## config.mk

```make
export PLATFORM = sky130hd
export DESIGN_NAME = cordic_rotator
export DESIGN_NICKNAME = d
export VERILOG_FILES = /design/src/rtl/cordic_pkg.sv /design/src/rtl/cordic_rotator_lookup_table.sv /design/src/rtl/cordic_rotator.sv
export SDC_FILE = /design/constraint.sdc
export NUM_CORES = 1
export LEC_CHECK = 0
export ABC_AREA = 1
export BUFFER_PORTS_ARGS = -buffer_cell sky130_fd_sc_hd__buf_2
export CORE_UTILIZATION = 42
export DETAILED_ROUTE_END_ITERATION = 12
export PLACE_DENSITY = 0.64
export SETUP_SLACK_MARGIN = 0.2
export SLEW_MARGIN = 20
export SYNTH_ARGS = -nofsm -noshare
export SYNTH_HDL_FRONTEND = slang
export SYNTH_SLANG_ARGS = --single-unit
export TNS_END_PERCENT = 30
```

## constraint.sdc

```tcl
create_clock -name clk -period 3.83 [get_ports clk]
set_input_delay 0.5745 -clock clk [delete_from_list [all_inputs] [get_ports clk]]
set_output_delay 0.5745 -clock clk [all_outputs]
set_load 0.01 [all_outputs]
```

## src/rtl/cordic_pkg.sv

```systemverilog
// cordic_pkg: constants and FSM state encoding shared by the CORDIC rotator.
//   ITER     : default number of micro-rotations per operation
//   CORDIC_K : inverse CORDIC gain 0.607253 in Q16.16, used as the start x
//   HALF_PI  : pi/2 in Q16.16, the clamp limit for the input angle
package cordic_pkg;

   localparam int ITER = 16;
   localparam logic signed [31:0] CORDIC_K = 32'sd39797;
   localparam logic signed [31:0] HALF_PI  = 32'sd102944;

   typedef enum logic [0:0] {
      IDLE = 1'b0,
      RUN  = 1'b1
   } state_t;

endpackage

```

## src/rtl/cordic_rotator_lookup_table.sv

```systemverilog
// lookup_table: combinational arctangent table, atan(2^-index) in Q16.16.
//   index    : table index (entries beyond the useful range return 0)
//   atan_val : signed Q16.16 angle in radians
module lookup_table (
   input  logic [4:0]         index,
   output logic signed [31:0] atan_val
);

   // Rounded atan(2^-i) * 65536 for each index.
   always_comb begin
      case (index)
         5'd0:    atan_val = 32'sd51472;
         5'd1:    atan_val = 32'sd30386;
         5'd2:    atan_val = 32'sd16055;
         5'd3:    atan_val = 32'sd8150;
         5'd4:    atan_val = 32'sd4091;
         5'd5:    atan_val = 32'sd2047;
         5'd6:    atan_val = 32'sd1024;
         5'd7:    atan_val = 32'sd512;
         5'd8:    atan_val = 32'sd256;
         5'd9:    atan_val = 32'sd128;
         5'd10:   atan_val = 32'sd64;
         5'd11:   atan_val = 32'sd32;
         5'd12:   atan_val = 32'sd16;
         5'd13:   atan_val = 32'sd8;
         5'd14:   atan_val = 32'sd4;
         5'd15:   atan_val = 32'sd2;
         5'd16:   atan_val = 32'sd1;
         default: atan_val = 32'sd0;
      endcase
   end

endmodule

```

## src/rtl/cordic_rotator.sv

```systemverilog
// cordic_rotator: iterative rotation-mode CORDIC producing cos/sin of an angle,
// one micro-rotation per clock.
//   clk      : clock, all state on the rising edge
//   rst      : synchronous active-high reset
//   start    : begin an operation (honoured only in IDLE)
//   angle_in : signed Q16.16 angle in radians, clamped to +/-pi/2
//   busy     : high during every RUN cycle
//   done     : one-cycle pulse when cos_out/sin_out are updated
//   cos_out  : signed Q16.16 cosine of the captured angle
//   sin_out  : signed Q16.16 sine of the captured angle
module cordic_rotator
   import cordic_pkg::*;
#(
   parameter int ITER = cordic_pkg::ITER,
   parameter int W    = 32
) (
   input  logic                clk,
   input  logic                rst,
   input  logic                start,
   input  logic signed [W-1:0] angle_in,
   output logic                busy,
   output logic                done,
   output logic signed [W-1:0] cos_out,
   output logic signed [W-1:0] sin_out
);

   localparam int          IW   = (ITER > 1) ? $clog2(ITER) : 1;
   localparam logic [IW-1:0] LAST = IW'(ITER - 1);

   state_t                state_r, state_nx_s;
   logic signed [W-1:0]   x_r, y_r, z_r;
   logic [IW-1:0]         i_r;
   logic signed [W-1:0]   x_nx_s, y_nx_s, z_nx_s;
   logic signed [W-1:0]   xs_s, ys_s;
   logic signed [31:0]    atan_s;
   logic signed [W-1:0]   atan_w_s;
   logic                  done_r;
   logic signed [W-1:0]   cos_r, sin_r;

   // Clamp the requested angle into the CORDIC convergence range.
   function automatic logic signed [W-1:0] sat_angle(input logic signed [W-1:0] a);
      logic signed [W-1:0] lim;
      lim = W'(HALF_PI);
      if (a > lim) begin
         return lim;
      end else if (a < -lim) begin
         return -lim;
      end else begin
         return a;
      end
   endfunction

   lookup_table u_atan (
      .index    (5'(i_r)),
      .atan_val (atan_s)
   );

   assign atan_w_s = W'(atan_s);

   // One micro-rotation; direction follows the sign of the residual angle.
   always_comb begin
      xs_s = x_r >>> i_r;
      ys_s = y_r >>> i_r;
      if (!z_r[W-1]) begin
         x_nx_s = x_r - ys_s;
         y_nx_s = y_r + xs_s;
         z_nx_s = z_r - atan_w_s;
      end else begin
         x_nx_s = x_r + ys_s;
         y_nx_s = y_r - xs_s;
         z_nx_s = z_r + atan_w_s;
      end
   end

   // Next-state logic for the IDLE/RUN controller.
   always_comb begin
      state_nx_s = state_r;
      case (state_r)
         IDLE: begin
            if (start) begin
               state_nx_s = RUN;
            end else begin
               state_nx_s = IDLE;
            end
         end
         RUN: begin
            if (i_r == LAST) begin
               state_nx_s = IDLE;
            end else begin
               state_nx_s = RUN;
            end
         end
         default: state_nx_s = IDLE;
      endcase
   end

   // State register.
   always_ff @(posedge clk) begin
      if (rst) begin
         state_r <= IDLE;
      end else begin
         state_r <= state_nx_s;
      end
   end

   // Datapath, iteration counter and result registers.
   always_ff @(posedge clk) begin
      if (rst) begin
         x_r    <= {W{1'b0}};
         y_r    <= {W{1'b0}};
         z_r    <= {W{1'b0}};
         i_r    <= {IW{1'b0}};
         done_r <= 1'b0;
         cos_r  <= {W{1'b0}};
         sin_r  <= {W{1'b0}};
      end else begin
         done_r <= 1'b0;
         case (state_r)
            IDLE: begin
               if (start) begin
                  x_r <= W'(CORDIC_K);
                  y_r <= {W{1'b0}};
                  z_r <= sat_angle(angle_in);
                  i_r <= {IW{1'b0}};
               end
            end
            RUN: begin
               x_r <= x_nx_s;
               y_r <= y_nx_s;
               z_r <= z_nx_s;
               if (i_r == LAST) begin
                  // Results include the final micro-rotation.
                  cos_r  <= x_nx_s;
                  sin_r  <= y_nx_s;
                  done_r <= 1'b1;
                  i_r    <= {IW{1'b0}};
               end else begin
                  i_r <= i_r + IW'(1);
               end
            end
            default: begin
               i_r <= {IW{1'b0}};
            end
         endcase
      end
   end

   assign busy    = (state_r == RUN);
   assign done    = done_r;
   assign cos_out = cos_r;
   assign sin_out = sin_r;

endmodule
```

# [Word-level counts from Yosys, hierarchy flattened]
# Memory sizes are Yosys's and may differ from the RTL's. A register that Yosys moved wholly into a read port is not among the register bits.
# Index checks and enable logic that the tools add are counted.
[word_totals] regBits=166 romBits=512 input_bits=35 output_inout_bits=66 word_cells=45 memories=1
[classes] n_addsub=7 n_lt_le_gt_ge=2 eq_ne=2 n_shift=2 n_mux=20 bitwise=1 n_reduce_logical=2
[mem_list] name="(no name shown)" words=32 width=16 rd=1 rd_ports_with_merged_regs=1 wr=0 line_no="cordic_rotator_lookup_table.sv:11" source="case (index)"
[ops] cell="32-bit 2-to-1 mux" count=8
[ops] cell="32-bit case mux with 2 select lines" count=3
[ops] cell="32-bit adder" count=3
[ops] cell="32-bit subtractor" count=3
[ops] cell="32-bit by 4-bit >>> shifter with 32-bit output" count=2
[ops] cell="32-bit by 18-bit > comparator with 1-bit output, second input constant" count=1
[ops] cell="32-bit by 18-bit less-than comparator with 1-bit output, second input constant" count=1
[ops] cell="5-bit 2-to-1 mux" count=2
[ops] cell="4-bit 2-to-1 mux" count=2
[ops] cell="4-bit case mux with 2 select lines" count=1
[ops] cell="4-bit by 1-bit adder with 4-bit output, second input constant" count=1
[ops] cell="4-bit equality test, second input constant" count=1
[ops] cell="1-bit 2-to-1 mux" count=3
[ops] cell="2-bit inequality test, second input constant" count=1
[ops] cell="1-bit case mux with 2 select lines" count=1
[ops] cell="2-bit AND reduction" count=1
[ops] cell="2-bit OR reduction" count=1
[ops] cell="1-bit inverter" count=1

# [Logic depth before layout (Yosys ltp)]
[logic_depth] ltp_word=5 depth_mapped=34 ltp_nobuf=32

# [Hierarchy]
# A second synthesis with hierarchy kept.
[unflattened] cells_unflattened=2969 area_unflattened_um2=17734.5
[by_module_without_submodules] mod="cordic_rotator" instances=1 cells_each=2883 area_each_um2=17244.0 seq_area_each_um2=3323.2
[by_module_without_submodules] mod="lookup_table" instances=1 cells_each=86 area_each_um2=490.5 seq_area_each_um2=0.0

# [Worst setup path after synthesis]
# Ideal clock, no wire load.
[synth_timing] path_type="register to register" startpoint="register i_r[0]" endpoint="register x_r[28]" setup_time_ps=132 arrival_time_ps=3724 t_required_ps=3698 setup_slack_ps=-26 path_stages_with_launch=34 path_buffers=2 synth_period_minus_slack_ps=3856 path_cell_list="dfxtp_1 buf_6 inv_4 buf_6 nand2_1 nand3_1 nand3_1 nand2_1 o21ai_2 ha_1 inv_1 nor3_2 nand2_1 inv_2 nand2_2 nor3_4 nand2_1 nand2_1 nand2_1 nand2_1 inv_1 ha_1 nand2_1 nor2_1 and3_1 nand4_1 nand3_1 a21oi_1 o21ai_0 nand2_1 nand2_1 nand2_1 nand3_1 a21oi_1"
[synth_via] elab_chain_len=4 elab_cells_between_ends=5 cone_classes="add/sub (2); shift (1); mux (2)"
[synth_rtl] item="start: declaration" line_no="cordic_rotator.sv:32" source="logic [IW-1:0] i_r;"
[synth_rtl] item="start signal: assignment" line_no="cordic_rotator.sv:112" source="i_r <= {IW{1'b0}};"
[synth_rtl] item="start signal: assignment" line_no="cordic_rotator.sv:124" source="i_r <= {IW{1'b0}};"
[synth_rtl] item="start signal: assignment" line_no="cordic_rotator.sv:136" source="i_r <= {IW{1'b0}};"
[synth_rtl] item="32-bit by 4-bit >>> shifter with 32-bit output (*)" line_no="cordic_rotator.sv:63" source="ys_s = y_r >>> i_r;"
[synth_rtl] item="32-bit subtractor / 32-bit adder (equally long branches)" line_no="cordic_rotator.sv:65, cordic_rotator.sv:69"
[synth_rtl] item="32-bit 2-to-1 mux (*)" line_no="cordic_rotator.sv:64" source="if (!z_r[W-1]) begin"
[synth_rtl] item="32-bit case mux with 2 select lines (*)" line_no="cordic_rotator.sv:118" source="case (state_r)"
[synth_rtl] item="end signal: assignment" line_no="cordic_rotator.sv:109" source="x_r <= {W{1'b0}};"
[synth_rtl] item="end signal: assignment" line_no="cordic_rotator.sv:121" source="x_r <= W'(CORDIC_K);"
[synth_rtl] item="end signal: assignment" line_no="cordic_rotator.sv:128" source="x_r <= x_nx_s;"
[synth_rtl] item="end: declaration" line_no="cordic_rotator.sv:31" source="logic signed [W-1:0] x_r, y_r, z_r;"
# Mark *: on every way between the ends. The rest lies on a longest branch, timed or not.
# A chain may end at the register's enable or synchronous reset.

# [Final worst setup path]
[layout_timing] startpoint="register i_r[0]" endpoint="register x_r[30]"
# Same word-level chain as after synthesis.

==> flow_summary.yaml <==
synth:
  postSynth.asyncResetShare_pct: 0
  syn_area_um2: 17400
  ys.flop_type: "dfxtp_1"
  avgSynthCellArea_um2: 5.98
  synth_nets: 3055
  synth_cells: 2904
  synth_seq_area_share_pct: 21.0
  synth.ff_latch_count: 182
  yosys_warnings: 0
  synth_cell_types: 55
  synth_edf_count: 0
sta:
  drv_slew: 0
  skew_ps: 15.7
  setup_viol: 88
  slew_headroom_pct: 43.9
  fin_ws_ps: -538
  period_minus_slack_ps: 4370
  finalHoldWorstSlack_ps: 418
  rsz0062_at_grt: "yes"
  fmax_mhz: 229
  finalCritPeriodShare_pct: 114
  tightest_slew_ps: 841
  hold_viol_final: 0
pwr:
  p_leak_uw: 0.0132
  p_total_uw: 22400
  p_clk_share_pct: 8.6
  power.share.sequential_pct: 11.6
  powerDensity_nw_per_um2: 844
  p_switching_uw: 10900
  p_comb_share_pct: 79.8
  netSwitchingFraction_pct: 48.6
  peakVddDrop_v: 0.000605
  internal_power_uw: 11500
run_status:
  outcome: "complete, but fails checks"
  violations: "setup timing"
detailed_routing:
  met3WireLength_mm: 3.77
  wl_met1_mm: 29.2
  wl_per_cell_um: 17.9
  vias: 22200
  first_iter_violations: 1596
  highest_layer: "met4"
  drc: 0
  wl_mm: 71.5
  first_pass_iters: 6
  vias_per_cell: 5.54
  ant_nets: 0
  wl_met2_mm: 34.9
finish:
  area_delta_synth_final_pct: 52.7
  layout.nets: 3605
  drive_gt1_share_pct: 39.6
  utilization_pct: 65.0
  stdcell_area_um2: 26500
  diodes: 0
cts:
  tritoncts: "yes"
  cts_num_sinks: 182
  clock_latency_ps: 510
  cts-root-buf: "clkbuf_16"
  numCtsBuffers: 17
  cts.clk_slew.worst_paths_ps: 80
  clockBufferDepth: 2
  cts.htree.levels: 4
grt:
  grt_pass1_vias: 21000
  grt_use_total_pct: 32.1
  overflow: 0
  antenna_found_initial: 0
  grt_pass1_wl_mm: 107
  grt_max_degree: 60
placed_design:
  dpl_worst_slack_ps: -406
  place_area_um2: 21600
  port_buffers: 100
  gp_congestion: 0.961
  dp_hpwl_mm: 49.9
setup_path:
  crit_family: "simple AND/OR/NAND/NOR gates"
  crit_buf_inv: 5
  end_kind: "flop"
  critical_path.slowest_cell: "o21ai_0"
  rr_startpoint: "i_r[0]$_SDFFE_PP0N_"
  cp-start-kind: "flop"
  arrival_ps: 4730
  required_ps: 4200
  max_stage_delay_ps: 380
  crit_start: "i_r[0]$_SDFFE_PP0N_"
  cp_max_fo: 7
  cp_common_cell: "nand2_2"
  path_class: "reg2reg"
worst_hold_path:
  hold_class: "in2reg"
  min-delay-start: "angle_in[12]"
die:
  design.core.area_um2: 40800
  die_w_um: 205
  rows: 74
  io_pins: 101
  die_area_um2: 42200
  initial_core_util_pct: 42.6
  die_h_um: 205
run:
  drv_cap: 0
## layout make-up
| cell class | count | area, µm² |
|---|---|---|
| timing repair inverter | 2 | 20.0 |
| clock buffer | 19 | 453 |
| clock inverter | 13 | 159 |
| multi-input combinational | 2314 | 15400 |
| fill | 3498 | 14300 |
| tap | 532 | 666 |
| sequential | 182 | 3650 |
| timing repair buffer | 645 | 5040 |
| inverter | 292 | 1130 |
## worst reg2reg max path, delay by kind of cell (launching register included)
kind / cells / cell delay, ps
and+or+nand+nor: 16 / 1760
buffers and inverters: 5 / 730
AOI/OAI and AO/OA: 6 / 940
DFF: 1 / 360
xor gates and xnor gates: 1 / 90
adders and majority gates: 1 / 340
## worst paths after layout
path                              endpoint  slack (ps)  depth (start not counted)
hold / removal        z_r[12]$_SDFFE_PP0N_         420                          5
hold reg to reg   cos_out[30]$_SDFFE_PP0P_         440                          2
setup / recovery      x_r[30]$_SDFFE_PP0N_        -540                         29
setup reg to reg      x_r[30]$_SDFFE_PP0N_        -540                         29
## registers in the layout, summed over array words and instances (netlist names)
register,flops
sin_out,32
u_atan.atan_val,16
x_r,32
y_r,32
cos_out,32
done,1
z_r,32
busy,1
i_r,4
## cells in the mapped netlist (15+ instances only)
| master | instances | area (µm²) |
|---|---|---|
| a21o_1 | 15 | 113 |
| nand3_1 | 363 | 1820 |
| a21oi_1 | 233 | 1170 |
| or2_2 | 25 | 156 |
| ha_1 | 113 | 1410 |
| dfxtp_1 | 182 | 3640 |
| nor3_1 | 26 | 130 |
| xnor2_1 | 39 | 342 |
| buf_1 | 22 | 82.6 |
| inv_1 | 282 | 1060 |
| nand4_1 | 30 | 188 |
| xor2_1 | 62 | 543 |
| clkbuf_1 | 43 | 161 |
| o21ai_0 | 171 | 856 |
| nor2_1 | 277 | 1040 |
| a31oi_1 | 28 | 175 |
| nand2_1 | 791 | 2970 |
| buf_2 | 36 | 180 |
## logic make-up after synthesis
| kind of cell | share of synthesized area [%] |
|---|---|
| xor gates and xnor gates | 5.09 |
| buffers and inverters | 9.68 |
| AOI/OAI and AO/OA | 17.4 |
| DFF | 21.0 |
| adders and majority gates | 8.48 |
| and+or+nand+nor | 38.4 |
## layer usage
layer  up-vias  GRT usage (%)
li1      10800              -
met1     10300           38.9
met2       817           56.2
met3       242           4.39
met4         0           14.5
met5         -              0
## power by group through the flow
stage	registers [µW]	clock network [µW]	logic (µW)
3_3_place_gp	2570	0	12200
2_1_floorplan	2410	0	6920
4_1_cts	2550	1970	14600
5_1_grt	2600	2030	19200
6_report	2600	1930	17900
3_5_place_dp	2570	0	12400
## cells in the final DEF, fill, tap and decap left out, drive strengths merged, types with 6 or more instances in the layout
master | netlist | routed
a21o | 15 | 15
a21oi | 238 | 238
a22o | 9 | 9
a31oi | 28 | 28
a32o | 7 | 7
buf | 73 | 641
clkbuf | 43 | 20
dfxtp | 182 | 182
ha | 113 | 113
inv | 291 | 299
nand2 | 803 | 803
nand3 | 364 | 364
nand4 | 30 | 30
nor2 | 289 | 289
nor3 | 31 | 31
nor4 | 7 | 7
o211ai | 12 | 12
o21a | 6 | 6
o21ai | 179 | 179
o21bai | 8 | 8
o221ai | 10 | 10
or2 | 25 | 25
xnor2 | 39 | 39
xor2 | 62 | 62
## stage by stage
stage | instances | TNS (ps)
6_report | 3999 | -20430
5_1_grt | 3999 | -38370
4_1_cts | 3952 | -7000
3_5_place_dp | 3870 | -15370
3_3_place_gp | 3870 | -10830
2_1_floorplan | 2904 | 0
## repair_timing
item,4_1_cts,5_1_grt
cloned,8,1
pin swaps,87,181
setup endpoints to repair,110,127
hold buffers,0,0
buffers inserted,42,46
gates resized for setup,386,471
Power figures use the tool's default switching activity.
